$ cat src/rtl/aes_mux_pkg.sv
// Shared definitions for the masked AES input stream selector.
//   mux_state_e   : transfer FSM states (IDLE = free to arbitrate,
//                   LOCKED = mid multi-beat transfer, grant frozen)
//   MODE_*        : values of mode_i
//   SRC_*         : source indices historically used for key / IV / ciphertext
package aes_mux_pkg;

    typedef enum logic {
        ST_IDLE,
        ST_LOCKED
    } mux_state_e;

    localparam logic MODE_EXPLICIT = 1'b0;
    localparam logic MODE_RR       = 1'b1;

    localparam int SRC_KEY = 0;
    localparam int SRC_IV  = 1;
    localparam int SRC_CT  = 2;

endpackage

$ cat src/rtl/aes_rr_arbiter.sv
// Combinational round-robin arbiter.
// Picks the first asserted request searching upward from rr_ptr_i+1,
// wrapping past NUM_SRC-1 back to 0.
//   req_i         : request vector, one bit per source
//   rr_ptr_i      : index of the most recently served source
//   grant_o       : winning source index (0 when nothing requests)
//   grant_valid_o : at least one request is asserted
module aes_rr_arbiter #(
    parameter int NUM_SRC = 3,
    parameter int SELW    = $clog2(NUM_SRC + 1)
) (
    input  logic [NUM_SRC-1:0] req_i,
    input  logic [SELW-1:0]    rr_ptr_i,
    output logic [SELW-1:0]    grant_o,
    output logic               grant_valid_o
);

    // Requests strictly above the pointer take precedence; if there are
    // none, the lowest request overall wins, which is the wrapped search.
    logic [NUM_SRC-1:0] upper_req;

    generate
        for (genvar gi = 0; gi < NUM_SRC; gi++) begin : g_upper
            assign upper_req[gi] = req_i[gi] && (SELW'(gi) > rr_ptr_i);
        end
    endgenerate

    always_comb begin
        grant_o       = '0;
        grant_valid_o = 1'b0;
        for (int i = NUM_SRC - 1; i >= 0; i--) begin
            if (req_i[i]) begin
                grant_o       = SELW'(i);
                grant_valid_o = 1'b1;
            end
        end
        for (int i = NUM_SRC - 1; i >= 0; i--) begin
            if (upper_req[i]) begin
                grant_o = SELW'(i);
            end
        end
    end

endmodule

$ cat src/rtl/aes_share_stream_mux.sv
// Registered, handshaked N-way selector for masked AES datapath inputs.
// Forwards all shares of one source per beat, with explicit or round-robin
// selection, locked for a whole transfer until the beat flagged last.
// The output register is cleared whenever it holds no valid beat so that
// no stale share material lingers on d_o.
//   clk_i, rst_i  : clock, synchronous active-high reset
//   src_data_i    : per-source shares [source][share]
//   src_valid_i   : per-source beat valid
//   src_last_i    : per-source final-beat flag
//   src_ready_o   : per-source accept (combinational)
//   mode_i        : 0 explicit select via sel_i, 1 round-robin
//   sel_i         : explicit source index; NUM_SRC and above select nothing
//   d_o, last_o   : registered output beat
//   valid_o       : output register holds a beat
//   ready_i       : downstream accept
//   grant_o       : current / locked source index, NUM_SRC when none
//   busy_o        : a multi-beat transfer is in progress
module aes_share_stream_mux
    import aes_mux_pkg::*;
#(
    parameter int SHARES  = 3,
    parameter int WIDTH   = 128,
    parameter int NUM_SRC = 3,
    parameter int SELW    = $clog2(NUM_SRC + 1)
) (
    input  logic               clk_i,
    input  logic               rst_i,
    input  logic [WIDTH-1:0]   src_data_i [0:NUM_SRC-1][0:SHARES-1],
    input  logic [NUM_SRC-1:0] src_valid_i,
    input  logic [NUM_SRC-1:0] src_last_i,
    output logic [NUM_SRC-1:0] src_ready_o,
    input  logic               mode_i,
    input  logic [SELW-1:0]    sel_i,
    output logic [WIDTH-1:0]   d_o [0:SHARES-1],
    output logic               last_o,
    output logic               valid_o,
    input  logic               ready_i,
    output logic [SELW-1:0]    grant_o,
    output logic               busy_o
);

    localparam logic [SELW-1:0] GRANT_NONE = SELW'(NUM_SRC);
    localparam logic [SELW-1:0] RR_RESET   = SELW'(NUM_SRC - 1);

    mux_state_e       state_reg;
    mux_state_e       state_next;
    logic [SELW-1:0]  locked_grant_reg;
    logic [SELW-1:0]  rr_ptr_reg;
    logic             valid_reg;
    logic             last_reg;
    logic [WIDTH-1:0] d_reg [0:SHARES-1];

    logic [SELW-1:0]    arb_grant;
    logic               arb_grant_valid;
    logic [SELW-1:0]    grant;
    logic [NUM_SRC-1:0] grant_onehot;
    logic               can_load;
    logic               sel_valid;
    logic               sel_last;
    logic               accept;
    logic [WIDTH-1:0]   sel_data [0:SHARES-1];

    aes_rr_arbiter #(
        .NUM_SRC (NUM_SRC),
        .SELW    (SELW)
    ) u_arbiter (
        .req_i         (src_valid_i),
        .rr_ptr_i      (rr_ptr_reg),
        .grant_o       (arb_grant),
        .grant_valid_o (arb_grant_valid)
    );

    // Grant: frozen while LOCKED, otherwise chosen by mode.
    always_comb begin
        grant = GRANT_NONE;
        if (state_reg == ST_LOCKED) begin
            grant = locked_grant_reg;
        end else if (mode_i == MODE_RR) begin
            if (arb_grant_valid) begin
                grant = arb_grant;
            end
        end else if (sel_i < GRANT_NONE) begin
            grant = sel_i;
        end
    end

    // The output register can take a new beat when empty or draining now.
    assign can_load = !valid_reg || ready_i;

    generate
        for (genvar gi = 0; gi < NUM_SRC; gi++) begin : g_ready
            assign grant_onehot[gi] = (grant == SELW'(gi));
            assign src_ready_o[gi]  = grant_onehot[gi] && can_load;
        end
    endgenerate

    assign sel_valid = |(grant_onehot & src_valid_i);
    assign sel_last  = |(grant_onehot & src_last_i);
    assign accept    = sel_valid && can_load;

    // Share s always comes from share s of the granted source; shares are
    // muxed independently and never combined.
    always_comb begin
        for (int s = 0; s < SHARES; s++) begin
            sel_data[s] = '0;
            for (int g = 0; g < NUM_SRC; g++) begin
                if (grant_onehot[g]) begin
                    sel_data[s] = src_data_i[g][s];
                end
            end
        end
    end

    always_comb begin
        state_next = state_reg;
        case (state_reg)
            ST_IDLE:   if (accept && !sel_last) state_next = ST_LOCKED;
            ST_LOCKED: if (accept && sel_last)  state_next = ST_IDLE;
            default:   state_next = ST_IDLE;
        endcase
    end

    always_ff @(posedge clk_i) begin
        if (rst_i) begin
            state_reg <= ST_IDLE;
        end else begin
            state_reg <= state_next;
        end
    end

    always_ff @(posedge clk_i) begin
        if (rst_i) begin
            locked_grant_reg <= '0;
            rr_ptr_reg       <= RR_RESET;
            valid_reg        <= 1'b0;
            last_reg         <= 1'b0;
            for (int s = 0; s < SHARES; s++) begin
                d_reg[s] <= '0;
            end
        end else if (accept) begin
            valid_reg  <= 1'b1;
            last_reg   <= sel_last;
            rr_ptr_reg <= grant;
            for (int s = 0; s < SHARES; s++) begin
                d_reg[s] <= sel_data[s];
            end
            if (state_reg == ST_IDLE && !sel_last) begin
                locked_grant_reg <= grant;
            end
        end else if (ready_i && valid_reg) begin
            // Beat consumed with nothing behind it: wipe the shares.
            valid_reg <= 1'b0;
            last_reg  <= 1'b0;
            for (int s = 0; s < SHARES; s++) begin
                d_reg[s] <= '0;
            end
        end
    end

    assign d_o     = d_reg;
    assign last_o  = last_reg;
    assign valid_o = valid_reg;
    assign grant_o = grant;
    assign busy_o  = (state_reg == ST_LOCKED);

endmodule

$ cat config.mk
export PLATFORM = sky130hd
export DESIGN_NAME = aes_share_stream_mux
export DESIGN_NICKNAME = d
export VERILOG_FILES = /design/src/rtl/aes_mux_pkg.sv /design/src/rtl/aes_rr_arbiter.sv /design/src/rtl/aes_share_stream_mux.sv
export SDC_FILE = /design/constraint.sdc
export NUM_CORES = 1
export LEC_CHECK = 0
export ABC_AREA = 1
export ABC_CLOCK_PERIOD_IN_PS = 4900
export BUFFER_PORTS_ARGS = -buffer_cell sky130_fd_sc_hd__buf_4
export CAP_MARGIN = 10
export CORE_AREA = 4 4 599 601
export DETAILED_ROUTE_END_ITERATION = 12
export DIE_AREA = 0 0 603 605
export GPL_TIMING_DRIVEN = 1
export PLACE_DENSITY = 0.3
export SLEW_MARGIN = 10
export SYNTH_ARGS = -nofsm -noshare
export SYNTH_HDL_FRONTEND = slang
export SYNTH_SLANG_ARGS = --single-unit
export TNS_END_PERCENT = 30
$ cat constraint.sdc
create_clock -name clk_i -period 4.9 [get_ports clk_i]
set_clock_uncertainty 0.2 [all_clocks]
set_input_delay 0.735 -clock clk_i [delete_from_list [all_inputs] [get_ports clk_i]]
set_output_delay 0.735 -clock clk_i [all_outputs]
set_load 0.02 [all_outputs]
Word level (Yosys, flattened, before mapping)
Cells that the tools add are included.

storage, ports and cells
  flip-flop bits (word level) = 391
  bits of input ports = 1164
  output and inout bits = 392

cells by class
  magnitude comparators = 4
  eq/ne operators = 2
  muxes and demuxes = 30
  bitwise operators = 3
  reduce and logical (&&, ||, !) cells = 19

operators with widths
  kind                                                  count
  two-way mux 128 bit                                   9
  two-way mux 384 bit                                   2
  two-way mux 2 bit                                     10
  logical AND 1 bit                                     11
  two-way mux 1 bit                                     8
  AND 3 bit                                             2
  OR reduction 3 bit                                    2
  > comparator 1 x 2 -> 1 bit (first input constant)    2
  equality test 2 x 1 -> 1 bit (second input constant)  1
  equality test 2 bit (second input constant)           1
  > comparator 2 bit (first input constant)             1
  zero test 1 bit                                       2
  zero test 2 bit                                       1
  less-than comparator 2 bit (second input constant)    1
  one-hot mux 1 bit (2 select lines)                    1
  AND reduction 2 bit                                   1
  nonzero test 2 bit                                    1
  logical OR 1 bit                                      1
  inverter 1 bit                                        1

Logic depth before layout (Yosys ltp)
Gate-level depths: netlist of the first run.

  depth in word-level cells = 16
  gate-level depth with buffers = 17
  gate-level depth less buffers = 16

By module
A second synthesis of the first run with hierarchy kept.

second synthesis, totals
  cells, all modules = 3455
  area, all modules = 21245.4 um^2

modules (own cells, without submodules)
  module                instances  cells each  area an instance (um^2)
  aes_share_stream_mux  1          3443        21194.1
  aes_rr_arbiter        1          12          51.3

Worst setup path before layout of the first run
OpenSTA, ideal clock, no wires.

  path type = input port to output port
  start point = in src_valid_i[1]
  end point = out src_ready_o[2]
  arrival time = 1.719 ns
  path slack = 2.246 ns
  stages = 7
  buffers on the path = 0
  cell sequence = inv_2 nand2_1 nand3_1 nand2_1 nand3_1 nand2_2 nor3_1

between the ends
  longest elaborated chain between the ends = 10

RTL lines
  item                            line                        RTL
  start: declaration              aes_share_stream_mux.sv:29  input logic [NUM_SRC-1:0] src_valid_i,
  two-way mux 2 bit (2 in a row)  aes_rr_arbiter.sv:32        if (req_i[i]) begin
  two-way mux 2 bit (3 in a row)  aes_rr_arbiter.sv:38        if (upper_req[i]) begin
  two-way mux 2 bit *             aes_share_stream_mux.sv:79  if (arb_grant_valid) begin
  two-way mux 2 bit *             aes_share_stream_mux.sv:78  end else if (mode_i == MODE_RR) begin
  two-way mux 2 bit *             aes_share_stream_mux.sv:76  if (state_reg == ST_LOCKED) begin
  net grant_o[0]                  aes_share_stream_mux.sv:38  output logic [SELW-1:0] grant_o,
  equality test 2 bit *           aes_share_stream_mux.sv:92  assign grant_onehot[gi] = (grant == SELW'(gi));
  logical AND 1 bit *             aes_share_stream_mux.sv:93  assign src_ready_o[gi] = grant_onehot[gi] && can_load;
  end: declaration                aes_share_stream_mux.sv:31  output logic [NUM_SRC-1:0] src_ready_o,

Mark *: on every way through the listed nets, which the timed path passes. The rest lies on a longest branch.

Worst setup path after layout of the first run
  start point = reg rr_ptr_reg[1]
  end point = out src_ready_o[0]

between the ends
  longest elaborated chain between the ends = 10

RTL lines
  item                            line                         RTL
  start: declaration              aes_share_stream_mux.sv:48   logic [SELW-1:0] rr_ptr_reg;
  start signal: assignment        aes_share_stream_mux.sv:143  rr_ptr_reg <= grant;
  > comparator 2 bit              aes_rr_arbiter.sv:24         assign upper_req[gi] = req_i[gi] && (SELW'(gi) > rr_ptr_i);
  logical AND 1 bit               aes_rr_arbiter.sv:24
  two-way mux 2 bit (2 in a row)  aes_rr_arbiter.sv:38
  two-way mux 2 bit *             aes_rr_arbiter.sv:38
  two-way mux 2 bit *             aes_share_stream_mux.sv:79
  two-way mux 2 bit *             aes_share_stream_mux.sv:78
  two-way mux 2 bit *             aes_share_stream_mux.sv:76
  zero test 2 bit *               aes_share_stream_mux.sv:92
  logical AND 1 bit *             aes_share_stream_mux.sv:93

Every way passes the cells marked *; elsewhere a longest branch is shown, timed or not.

==> results of run 1 <==
## cells by family after synthesis
group	Yosys count	synth area share, %
simple gates	2364	46.54
flops	391	36.91
compound gates	391	9.240
buf+inv	311	7.305
## power by group through the flow
stage / Clock [mW] / Sequential, mW / Combinational, mW
2_1_floorplan: 0 / 6.08 / 6.31
3_3_place_gp: 0 / 5.01 / 15.6
3_5_place_dp: 0 / 5.02 / 15.6
4_1_cts: 5.01 / 4.97 / 15.6
5_1_grt: 5.08 / 5.08 / 16.4
6_report: 4.78 / 4.96 / 15.2
## cells in the final DEF, fill, tap and decap left out, types with 2 or more instances in the layout
| cell type | n |
|---|---|
| clkbuf_8 | 16 |
| a21oi_1 | 389 |
| nand2_2 | 2 |
| clkinvlp_4 | 6 |
| dfxtp_1 | 391 |
| nor3_1 | 3 |
| nand2_1 | 1562 |
| buf_12 | 38 |
| bufinv_16 | 5 |
| buf_4 | 1632 |
| clkinv_2 | 5 |
| diode_2 | 46 |
| nor2_4 | 3 |
| clkbuf_1 | 14 |
| nor2_1 | 12 |
| inv_1 | 13 |
| clkbuf_16 | 61 |
| nand3_1 | 779 |
## path summary, 6_finish.rpt
| path | start | end | cells past startpoint |
|---|---|---|---|
| max | rr_ptr_reg[1] | src_ready_o[0] | 8 |
| min | src_data_i[358] | d_o[358] | 5 |
| max reg2reg | rr_ptr_reg[1] | d_o[234] | 13 |
| min reg2reg | d_o[170] | d_o[170] | 2 |
## layout make-up
class	instances	share of cell area, %
Clock inverter	19	0.6730
Timing Repair Buffer	1671	31.85
Sequential cell	391	19.14
Tap cell	4730	14.47
Antenna cell	46	0.2814
Clock buffer	91	4.399
Inverter	15	0.1774
Multi-Input combinational cell	2755	29.01
## stage by stage
| step | cells | utilization, % | power [mW] | worst slack, ns | area [µm²] |
|---|---|---|---|---|---|
| CTS | 9672 | 11.56 | 25.62 | 1.601 | 40790 |
| finish | 9718 | 11.60 | 24.93 | 1.716 | 40900 |
| detailed placement | 9562 | 10.98 | 20.61 | 1.310 | 38710 |
| floorplan | 3457 | - | 12.40 | 2.246 | 21210 |
| global route | 9693 | 11.58 | 26.59 | 1.488 | 40840 |
| global placement | 9562 | 10.98 | 20.65 | 1.260 | 38710 |
## metal layers
layer,track usage [%],vias up,part of all wire (%)
met5,0,-,0.29
met4,3.405,136,2.5
met3,5.779,593,8.7
met2,28.32,1715,50
met1,18.41,16080,39
li1,-,14280,-
## worst register-to-register path: stages (launching register included)
cell,delay [ns]
dfxtp_1,0.32
nor2_1,0.16
nand2_1,0.08
nand2_1,0.08
nand2_1,0.08
nand3_1,0.11
nand2_2,0.16
nand3_1,0.12
nand3_1,0.20
nand2_8,0.26
buf_12,0.34
buf_4,0.72
nand3_1,0.14
a21oi_1,0.15
==> flow_summary.json, run 1 <==
{
  "finalHoldViolCount": 0,
  "die_w_um": 603,
  "cp.required_ns": 3.96,
  "synth_seq_cells": 391,
  "routed_wl_mm": 307.6,
  "htreeDepth": 2,
  "core_um2": 352700,
  "fin_tns_setup_ns": 0,
  "via_count": 32800,
  "syn_avg_cell_area_um2": 6.134,
  "die_area_um2": 364800,
  "synth_cell_types": 19,
  "detail-route-antenna-nets": 0,
  "grt_pass1_vias": 32430,
  "grt_max_degree": 94,
  "irDropWorstVdd_mv": 0.3202,
  "numPortBuffers": 1555,
  "io_pins": 1556,
  "p_comb_share_pct": 60.9,
  "crit_path_top_delay_cell": "nor3_1",
  "multiInputGateArea_um2": 11870,
  "drc": 0,
  "synth_fp_nets": 4621,
  "worst_pin_slew_ns": 0.8869,
  "fin_hold_ws_ns": 0.1643,
  "post_cts_buffers": 0,
  "worst_setup_path_end_kind": "output port",
  "slew_viol_final": 0,
  "cts_buffers": 60,
  "setup_viol": 0,
  "antenna_found_initial": 294,
  "post-synth-top-count-cell": "nand2_1",
  "min_path_type": "in2reg",
  "critPathMaxStageDelay_ns": 0.33,
  "critical_path_buf_inv_count": 1,
  "p_int_mw": 11.81,
  "areaGrowthSynthToFinish_pct": 92.88,
  "fin_crit_sh_pct": 64.98,
  "relSlewSlack_pct": 40.87,
  "cts_tree": "built",
  "layout-drive-gt1-share_pct": 35.94,
  "syn_inst": 3457,
  "cpLargestDelayFamily": "simple AND/OR/NAND/NOR gates",
  "drt-wirelength-per-cell_um": 31.66,
  "critPathMaxFanout": 7,
  "synth-edff-count": 0,
  "cts_hold_buf": 0,
  "initial_core_util_pct": 6.013,
  "clock_latency_ns": 0.72,
  "crit_arrival_ns": 2.25,
  "clk_pin_slew_ns": 0.07,
  "first_iter_violations": 2452,
  "syn_area_um2": 21210,
  "hpwl_mm": 267.9,
  "numClockSinks": 391,
  "ys_warn_count": 0,
  "seqPwrFrac_pct": 19.9,
  "synthArstFlopShare_pct": 0,
  "maxCapViolations": 0,
  "ys_seq_area_share_pct": 36.91,
  "vias_per_cell": 3.376,
  "switching_share_pct": 52.62,
  "gp_congestion": 0.9567,
  "timing.reg2reg.setup_slack_ns": 1.73,
  "std_cell_rows": 218,
  "grt_pass1_wl_mm": 380.3,
  "cts-root-buf": "clkbuf_16",
  "synthFlopType": "dfxtp_1",
  "clock_path_buffers": 3,
  "die_height_um": 605,
  "cp_cell_sequence": "nor2_1 > nand2_1 > nand2_1 > nand2_1 > nand3_1 > nand2_2 > nor3_1 > buf_4",
  "first_pass_iters": 5,
  "start_kind": "flop",
  "outcome": "finished, final reports clean",
  "synth_top_area_cell": "dfxtp_1",
  "p_per_area_nw_per_um2": 609.6,
  "synth_commonest_cells": "nand2_1 (1563), nand3_1 (779), dfxtp_1 (391), a21oi_1 (389), buf_2 (166)",
  "cts_resized": 0,
  "nets": 6058,
  "min_period_ns": 3.184,
  "rsz0062_at_grt": "no",
  "overflow": 0,
  "area.sequential_um2": 7828,
  "fmax_mhz": 314.0,
  "largest_reg_flops": 384,
  "p_leak_nw": 17.32,
  "netlist.area_leader.share_pct": 36.91,
  "clockPowerShare_pct": 19.2,
  "fill_cells": 41520,
  "yosys-top-cells-area": "dfxtp_1 (37%), nand2_1 (28%), nand3_1 (18%), a21oi_1 (9.2%), buf_2 (3.9%)",
  "p_sw_mw": 13.12,
  "track_usage_pct": 16.02,
  "crit_top_cell": "nand2_1",
  "crit_type": "reg2out"
}
Note: power is estimated with default switching activity, not from simulation.
==> run 2: changes to the inputs <==
--- a/config.mk
+++ b/config.mk
@@ -6,12 +6,12 @@
 export NUM_CORES = 1
 export LEC_CHECK = 0
 export ABC_AREA = 1
-export ABC_CLOCK_PERIOD_IN_PS = 4900
+export ABC_CLOCK_PERIOD_IN_PS = 3120
 export BUFFER_PORTS_ARGS = -buffer_cell sky130_fd_sc_hd__buf_4
 export CAP_MARGIN = 10
-export CORE_AREA = 4 4 599 601
+export CORE_AREA = 4 4 609 611
 export DETAILED_ROUTE_END_ITERATION = 12
-export DIE_AREA = 0 0 603 605
+export DIE_AREA = 0 0 613 615
 export GPL_TIMING_DRIVEN = 1
 export PLACE_DENSITY = 0.3
 export SLEW_MARGIN = 10
==> constraint.sdc (replaced) <==
create_clock -name clk_i -period 3.12 [get_ports clk_i]
set_clock_uncertainty 0.2 [all_clocks]
set_input_delay 0.468 -clock clk_i [delete_from_list [all_inputs] [get_ports clk_i]]
set_output_delay 0.468 -clock clk_i [all_outputs]
set_load 0.02 [all_outputs]
==> run 2 against run 1 <==
Design area increased by 31%. Non-clock buffer count increased by 1131. Clock-buffer cell count decreased by 12. Die area increased by 3.3%. Utilization increased by 3.1 points. Largest cell class unchanged. Final cell count increased by 13%. Critical endpoint is now d_o[370].
==> flow_summary.json, run 2 (synthesis results as in run 1) <==
{
  "finish.utilization_pct": 14.69,
  "irDropWorstVdd_mv": 0.4261,
  "p_per_area_nw_per_um2": 903.6,
  "p_leak_nw": 23.44,
  "seqPwrFrac_pct": 16.2,
  "outcome": "finished, final reports clean",
  "drt-wirelength-per-cell_um": 29.95,
  "instances_no_fill": 10960,
  "core_um2": 365000,
  "timing.reg2reg.setup_slack_ns": 0.02,
  "fmax_mhz": 322.6,
  "place_area_um2": 40350,
  "min_period_ns": 3.099,
  "htreeDepth": 2,
  "antenna_found_initial": 298,
  "p_int_mw": 25.08,
  "setup_ws_ns": 0.02055,
  "overflow": 0,
  "clock_latency_ns": 0.72,
  "die_area_um2": 377000,
  "grt_pass1_vias": 37600,
  "layout-drive-gt1-share_pct": 35.56,
  "grt_max_degree": 83,
  "cts-root-buf": "clkbuf_16",
  "p_sw_mw": 23.36,
  "reg2reg_to": "d_o[370]",
  "finalHoldViolCount": 0,
  "routed_wl_mm": 328.3,
  "worst_pin_slew_ns": 0.9755,
  "nets": 7189,
  "reg2reg_from": "rr_ptr_reg[1]",
  "start_kind": "flop",
  "initial_core_util_pct": 5.810,
  "ff2ff_path_depth": 19,
  "place_ws_ns": 0.04448,
  "relSlewSlack_pct": 34.97,
  "min_from": "src_data_i[667]",
  "critPathMaxFanout": 17,
  "first_pass_iters": 6,
  "setup_viol": 0,
  "cp.required_ns": 3.58,
  "die_height_um": 615,
  "clk_pin_slew_ns": 0.06,
  "std_cell_rows": 222,
  "die_w_um": 613,
  "first_iter_violations": 2743,
  "crit_start": "rr_ptr_reg[1]",
  "grt_pass1_wl_mm": 394.8,
  "switching_share_pct": 48.23,
  "hold-path-cell-count": 5,
  "clock_path_buffers": 3,
  "io_pins": 1556,
  "track_usage_pct": 15.83,
  "crit_path_top_delay_cell": "dlygate4sd3_1",
  "numPortBuffers": 1555,
  "drc": 0,
  "via_count": 37550,
  "min_path_type": "in2reg",
  "numClockSinks": 391,
  "crit_type": "reg2reg",
  "slew_viol_final": 0,
  "gp_congestion": 0.9433,
  "vias_per_cell": 3.426,
  "final_cell_mix": "buf_4 (1786), nand2_1 (1520), dlygate4sd3_1 (812)",
  "final_common_cell": "buf_4",
  "hpwl_mm": 274.5,
  "cts_buffers": 59,
  "largest_reg_flops": 384,
  "cts_tree": "built",
  "areaGrowthSynthToFinish_pct": 152.8,
  "clockPowerShare_pct": 15.3,
  "maxCapViolations": 0,
  "fin_crit_sh_pct": 99.34,
  "design_area_um2": 53610,
  "worst_setup_path_end_kind": "flop",
  "critPathMaxStageDelay_ns": 0.55,
  "p_comb_share_pct": 68.5,
  "detail-route-antenna-nets": 0,
  "min_to": "d_o[283]",
  "crit_arrival_ns": 3.56,
  "rsz0062_at_grt": "yes",
  "cp_cell_sequence": "inv_1 > nand2_2 > nand2_1 > nand2_1 > nand2_2 > nand2_2 > nand2_2 > nand2_4 > buf_6 > nor2_4 > buf_12 > buf_16 > buf_6 > clkbuf_16 > nand2_1 > nand3_1 > dlygate4sd3_1 > nand2_1 > a21oi_1",
  "dp_cells": 9817
}
==> run 2: routing by layer <==
| metal | up-vias | global-route usage [%] | routed length [µm] |
|---|---|---|---|
| li1 | 16590 | - | - |
| met1 | 18320 | 17.55 | 126200 |
| met2 | 1813 | 28.35 | 162500 |
| met3 | 666 | 5.536 | 27840 |
| met4 | 164 | 4.378 | 10780 |
| met5 | - | 0 | 1043 |
==> run 2: layout make-up <==
cell class                      count  area (µm²)
Fill cell                       42300      311400
Timing Repair Buffer             2802       25220
Multi-Input combinational cell   2755       12220
Sequential cell                   391        7833
Tap cell                         4816        6026
Clock buffer                       79        1672
Clock inverter                     32       371.6
Antenna cell                       70       175.2
Inverter                           15       82.58
Timing Repair inverter              1       11.26
==> run 2: critical path: cells and delay by family, from the launching register on <==
| kind | cells | cell delay, ns |
|---|---|---|
| compound gates | 1 | 0.15 |
| buf+inv | 7 | 1.45 |
| simple gates | 11 | 0.80 |
| flops | 1 | 0.36 |
==> run 2: power by group through the flow <==
| stage | clock network, mW | registers [mW] | logic (mW) |
|---|---|---|---|
| 2_1_floorplan | 0 | 9.55 | 9.92 |
| 3_3_place_gp | 0 | 7.90 | 26.0 |
| 3_5_place_dp | 0 | 7.91 | 25.9 |
| 4_1_cts | 7.76 | 7.82 | 29.1 |
| 5_1_grt | 7.87 | 8.01 | 35.4 |
| 6_report | 7.42 | 7.85 | 33.2 |
==> run 2: stage by stage <==
step / setup TNS [ns] / hold WS, ns / power [mW]
floorplan: 0 / 0.2561 / 19.47
global placement: 0 / 0.2673 / 33.88
detailed placement: 0 / 0.2718 / 33.80
CTS: 0 / 0.0004953 / 44.69
global route: -1.040 / 0.001789 / 51.31
finish: 0 / 0.01208 / 48.44
==> run 2: worst max path at each step <==
stage               end  depth (start not counted)  slack (ns)
2_1_floorplan  d_o[147]                         15        0.98
3_3_place_gp   d_o[147]                         13       0.007
3_5_place_dp    d_o[83]                         13        0.04
4_1_cts         d_o[50]                         13        0.02
5_1_grt        d_o[182]                         19       -0.07
6_report       d_o[370]                         19        0.02
==> run 2: what timing repair did <==
item | in CTS | in global routing
resized for setup | 2 | 245
pin swaps | 0 | 54
gates cloned | 0 | 35
setup buffers | 0 | 71
hold endpoints to repair | 374 | 10
hold buffers | 859 | 12
setup endpoints to repair | 2 | 202
